[config.mk]
export PLATFORM = sky130hd
export DESIGN_NAME = weight_update_engine
export DESIGN_NICKNAME = d
export VERILOG_FILES = /design/src/rtl/weight_update_engine.sv
export SDC_FILE = /design/constraint.sdc
export NUM_CORES = 1
export LEC_CHECK = 0
export CORE_AREA = 4 4 141 143
export DETAILED_ROUTE_END_ITERATION = 12
export DIE_AREA = 0 0 145 147
export HOLD_SLACK_MARGIN = 0.02
export PLACE_DENSITY_LB_ADDON = 0.1
export SYNTH_ARGS = -nofsm -noshare
export SYNTH_HDL_FRONTEND = slang
export SYNTH_SLANG_ARGS = --single-unit
[constraint.sdc]
create_clock -name clk -period 5.73 [get_ports clk]
set_input_delay 1.146 -clock clk [delete_from_list [all_inputs] [get_ports clk]]
set_output_delay 1.146 -clock clk [all_outputs]
set_load 0.1 [all_outputs]
[src/rtl/weight_update_engine.sv]
// Weight bank with a 2-stage signed-delta update pipeline, bulk clear FSM and registered read-back.
// Optional WU_SATURATE_EN: clamp results to [0, 2^WIDTH-1] instead of wrapping.
module weight_update_engine #(
  parameter int WIDTH  = 10,
  parameter int DEPTH  = 16,
  parameter int IDX_W  = $clog2(DEPTH),
  parameter int INIT_W = 512
) (
  input  logic             clk,
  input  logic             rst_n,
  input  logic             req_valid,
  output logic             req_ready,
  input  logic [IDX_W-1:0] req_idx,
  input  logic [WIDTH-1:0] req_delta,
  input  logic             req_sign,
  input  logic [2:0]       lr_shift,
  input  logic             clr_start,
  output logic             busy,
  output logic             out_valid,
  output logic [IDX_W-1:0] out_idx,
  output logic [WIDTH-1:0] out_weight,
  output logic             out_err,
  input  logic [IDX_W-1:0] rd_idx,
  output logic [WIDTH-1:0] rd_data
);

  localparam logic [IDX_W:0]   DEPTH_W  = (IDX_W + 1)'(DEPTH);
  localparam logic [IDX_W-1:0] LAST_IDX = IDX_W'(DEPTH - 1);
  localparam logic [WIDTH-1:0] INIT_V   = WIDTH'(INIT_W);

  typedef enum logic {IDLE, CLEAR} state_t;

  state_t           state_q;
  logic [IDX_W-1:0] clr_cnt_q;
  logic             rdy_q, busy_q;

  logic             s1_valid_q, s1_sign_q;
  logic [IDX_W-1:0] s1_idx_q;
  logic [WIDTH-1:0] s1_delta_q;

  logic             out_valid_q, out_err_q;
  logic [IDX_W-1:0] out_idx_q;
  logic [WIDTH-1:0] out_weight_q, rd_data_q;

  logic [WIDTH-1:0] bank_q [DEPTH];

  logic             accept, in_range, upd_wr, clr_wr, rd_in_range;
  logic [WIDTH-1:0] cur_w, result_d;

  // Clear wins over a simultaneous request, so readiness is gated by clr_start directly.
  assign req_ready = rdy_q & ~clr_start;
  assign busy      = busy_q;
  assign accept    = req_valid & req_ready;
  assign clr_wr    = (state_q == CLEAR);

  always_ff @(posedge clk or negedge rst_n) begin
    if (!rst_n) begin
      state_q   <= IDLE;
      clr_cnt_q <= '0;
      rdy_q     <= 1'b0;
      busy_q    <= 1'b0;
    end else begin
      case (state_q)
        IDLE: begin
          if (clr_start) begin
            state_q   <= CLEAR;
            clr_cnt_q <= '0;
            rdy_q     <= 1'b0;
            busy_q    <= 1'b1;
          end else begin
            rdy_q <= 1'b1;
          end
        end
        CLEAR: begin
          if (clr_cnt_q == LAST_IDX) begin
            state_q   <= IDLE;
            clr_cnt_q <= '0;
            rdy_q     <= 1'b1;
            busy_q    <= 1'b0;
          end else begin
            clr_cnt_q <= clr_cnt_q + 1'b1;
          end
        end
        default: state_q <= IDLE;
      endcase
    end
  end

  always_ff @(posedge clk or negedge rst_n) begin
    if (!rst_n) begin
      s1_valid_q <= 1'b0;
      s1_sign_q  <= 1'b0;
      s1_idx_q   <= '0;
      s1_delta_q <= '0;
    end else begin
      s1_valid_q <= accept;
      if (accept) begin
        s1_idx_q   <= req_idx;
        s1_delta_q <= req_delta >> lr_shift;
        s1_sign_q  <= req_sign;
      end
    end
  end

  assign in_range = ({1'b0, s1_idx_q} < DEPTH_W);
  assign upd_wr   = s1_valid_q & in_range;
  assign cur_w    = in_range ? bank_q[s1_idx_q] : '0;

`ifdef WU_SATURATE_EN
  logic [WIDTH:0] raw_d;
  always_comb begin
    raw_d    = s1_sign_q ? ({1'b0, cur_w} - {1'b0, s1_delta_q})
                         : ({1'b0, cur_w} + {1'b0, s1_delta_q});
    result_d = raw_d[WIDTH-1:0];
    if (raw_d[WIDTH]) result_d = s1_sign_q ? '0 : '1;
  end
`else
  assign result_d = s1_sign_q ? (cur_w - s1_delta_q) : (cur_w + s1_delta_q);
`endif

  always_ff @(posedge clk or negedge rst_n) begin
    if (!rst_n) begin
      out_valid_q  <= 1'b0;
      out_err_q    <= 1'b0;
      out_idx_q    <= '0;
      out_weight_q <= '0;
    end else begin
      out_valid_q <= s1_valid_q;
      out_err_q   <= s1_valid_q & ~in_range;
      if (s1_valid_q) begin
        out_idx_q    <= s1_idx_q;
        out_weight_q <= in_range ? result_d : '0;
      end
    end
  end

  // Stage-2 write and clear write never target the same cycle: a request is never accepted
  // on the cycle clear starts, so any in-flight update lands before the first clear write.
  always_ff @(posedge clk or negedge rst_n) begin
    if (!rst_n) begin
      for (int i = 0; i < DEPTH; i++) bank_q[i] <= INIT_V;
    end else begin
      for (int i = 0; i < DEPTH; i++) begin
        if (clr_wr && clr_cnt_q == IDX_W'(i))
          bank_q[i] <= INIT_V;
        else if (upd_wr && s1_idx_q == IDX_W'(i))
          bank_q[i] <= result_d;
      end
    end
  end

  assign rd_in_range = ({1'b0, rd_idx} < DEPTH_W);

  always_ff @(posedge clk or negedge rst_n) begin
    if (!rst_n) rd_data_q <= '0;
    else        rd_data_q <= rd_in_range ? bank_q[rd_idx] : '0;
  end

  assign out_valid  = out_valid_q;
  assign out_err    = out_err_q;
  assign out_idx    = out_idx_q;
  assign out_weight = out_weight_q;
  assign rd_data    = rd_data_q;

endmodule

==> out/qor.txt <==
Die W = 145 microns
initial core utilization = 0.596
Synth Area in XOR/XNOR = 0.0148
asr flop ratio synth = 1.00
area share of the largest cell type after synthesis = 0.434
Syn Inst Count = 839
CTS Hold Buffers Added = 0
total routed wirelength = 31300 microns
routed vias/inst = 7.04
Pre-Repair DR Iteration Count = 8
WP data arrival = 4.82 ns
synthesized area = 11100 sq um
Post-Synth Simple-Gate Area = 0.0573
DP HPWL = 21500 microns
synth warn = 0
CP max-delay cell = dfrtp_2
H-tree depth = 1
syn_nets = 880
clk sink count = 208
Tcrit/Tclk final = 0.773
ratio of cells with drive above 1 in the final layout = 0.249
GRT Util Overall = 0.298
MaxCap Viol Count = 0
vias in the first global route = 8305
Row Count = 50
Most used DFF post-synth = dfrtp_1
Area contributors post-synth = dfrtp_1 (43%), mux4_2 (20%), a22o_1 (10%)
Die H = 147 microns
Yosys cell types = 56
final slew viol count = 0
depth of the worst register-to-register path = 13
CTS tree = built
Via Count = 7951
post-cts resize count = 0
worst path cell trace = mux4_2 -> mux4_2 -> inv_1 -> ha_1 -> inv_1 -> fa_1 -> a21o_1 -> a21oi_1 -> o21ai_0 -> a31oi_1 -> xnor2_1 -> buf_4 -> mux2_2
die area = 21300 sq um
Core ar. = 18600 sq um
Slew @ Worst Pin = 1.30 ns
hold depth = 2
EDFF count, synth = 0
Port-buffer cells = 52
Max clock buf depth = 3
final setup vio count = 0
CP max stage delay = 0.91 ns
Setup crit start kind = flop
Starting DRT DRC Count = 810
Final GP Congestion = 1.00
top cells by count, synth = dfrtp_1 (192), a22o_1 (130), mux4_2 (99)
Final ANT Viol Nets = 0
Yosys reg bits = 208
fraction of the mapped netlist area in adder cells = 0.0176
RSZ-0062 raised after global routing = false
CP Capture Type = flop
HP Class = flop to flop
outcome = finished clean
Critical Path RT = 6.12 ns
clk slew on worst S/H paths = 0.06 ns
first-pass GRT wire length = 49300 microns
final hold vios = 0
Worst-Skew Late Latency = 0.52 ns
setup TNS = 0 ns
largest net degree at the start of global routing = 128
kind of critical path = flop to flop
mux cell area share after synthesis = 0.231
largest family of logic cells by synthesized area = multiplexers
relative slew slack = 0.132
final-layout fill cell count = 1365
CTS Root Cell = clkbuf_16
Nets = 919
synthesized area per cell = 13.2 sq um
number of diodes = 0
DRC Markers = 0
clock skew = 0.0125 ns
DR WL/cell = 27.7 microns
sequential share of the synthesized area = 0.472
CTS Buf Count = 24
Yosys top cell by area = dfrtp_1
Synth-to-Final Area Change = 13.8%
Post-CTS Setup Inserts = 0
antenna violations before repair = 0
CP Max Fanout = 24
I/O pin total = 54
total grt overflow = 0
minimum clock period = 4.43 ns
fraction of the mapped netlist area in compound gates = 0.168
top-count cell post-synth = dfrtp_1
Achievable Freq = 0.226 GHz
registers in the layout, summed over array words and instances (netlist names), 4 cells and up:
name,flops
s1_idx_q,4
rd_data,10
s1_delta_q,10
clr_cnt_q,4
out_weight,10
bank_q,160
out_idx,4
final cells by class:
cell class | count | area [sq um] | area share
tap | 234 | 293 | 0.0232
timing repair buffer | 74 | 692 | 0.0549
inverter | 42 | 158 | 0.0125
sequential | 208 | 5230 | 0.415
clock inverter | 10 | 75.1 | 0.00596
clock buffer | 34 | 719 | 0.0571
multi-input combinational | 528 | 5440 | 0.431
final timing paths:
path                            slack (ns)                    start                         to
worst max-delay path                  1.30  s1_idx_q[0]$_DFFE_PN0P_  out_weight[8]$_DFFE_PN0P_
worst min-delay path                  0.47   bank_q[79]$_DFFE_PN1P_     bank_q[79]$_DFFE_PN1P_
worst max register to register        1.30  s1_idx_q[0]$_DFFE_PN0P_  out_weight[8]$_DFFE_PN0P_
worst min register to register        0.47   bank_q[79]$_DFFE_PN1P_     bank_q[79]$_DFFE_PN1P_
max in group asynchronous             3.70                    rst_n    s1_idx_q[1]$_DFFE_PN0P_
min in group asynchronous             0.77                    rst_n  s1_delta_q[0]$_DFFE_PN0P_
cells in the final DEF (no fill, tap or decap), types with 4 or more instances in the layout:
cell             synthesis  routed
dfrtp_1                192     190
a22o_1                 130     130
mux4_2                  99      99
nand2_1                 61      61
clkdlybuf4s50_1          0      49
inv_1                   41      41
o21ai_0                 35      35
nor2_1                  34      34
clkbuf_16                0      25
a21oi_1                 21      21
buf_4                    2      21
dfstp_2                 16      16
mux2i_1                 15      15
mux2_2                  14      14
ha_1                    14      14
xnor2_1                 10      10
a2bb2oi_2               10      10
clkinv_2                 0       9
nor3_1                   8       8
nor2b_1                  7       7
clkbuf_8                 0       7
a2bb2oi_1                6       6
a21o_1                   5       5
a31oi_1                  6       5
xor2_1                   5       5
nand2b_1                 5       5
o31ai_1                  4       4
nor3_2                   4       4
cells by family (layout without fill, tap and decap cells):
kind of cell    after synthesis  after routing
compound gates              231            231
mux                         129            129
flops                       208            208
fa+ha+maj                    15             15
simple gates                135            135
buf+inv                     103            160
xor+xnor                     17             17
other cells                   1              1
metal layers:
metal  vias to the layer above  wire length (microns)  GRT usage  share of wire
met1                      4161                  12800      0.423           0.41
met4                         0                    894     0.0760          0.029
li1                       3317                      -          -              -
met2                       408                  14800      0.469           0.47
met3                        65                   2850     0.0762          0.091
met5                         -                      0          0              0
metrics by stage:
| stage | instance area (sq um) | hold slack [ns] | setup slack, ns | util | std cells |
|---|---|---|---|---|---|
| after global routing | 12600 | 0.499 | 1.12 | 0.678 | 1130 |
| after CTS | 12600 | 0.474 | 1.36 | 0.678 | 1130 |
| after detailed placement | 11800 | 0.464 | 1.40 | 0.635 | 1086 |
| after floorplan | 11100 | 0.349 | 1.75 | - | 839 |
| final | 12600 | 0.470 | 1.30 | 0.678 | 1130 |
| after global placement | 11800 | 0.452 | 1.44 | 0.635 | 1086 |
worst max-delay path: cells and delay by family, from the launching register on:
kind / cells / cell delay [ns]
multiplexers: 3 / 1.38
AO/OA/AOI/OAI: 4 / 0.94
flip-flops: 1 / 0.91
adder cells (fa/ha/maj): 2 / 0.63
buffers and inverters: 3 / 0.35
XOR/XNOR: 1 / 0.10
Power is left out: the tool's default activity adds up to more than one toggle a clock period on the data nets, which glitch-free logic cannot reach.
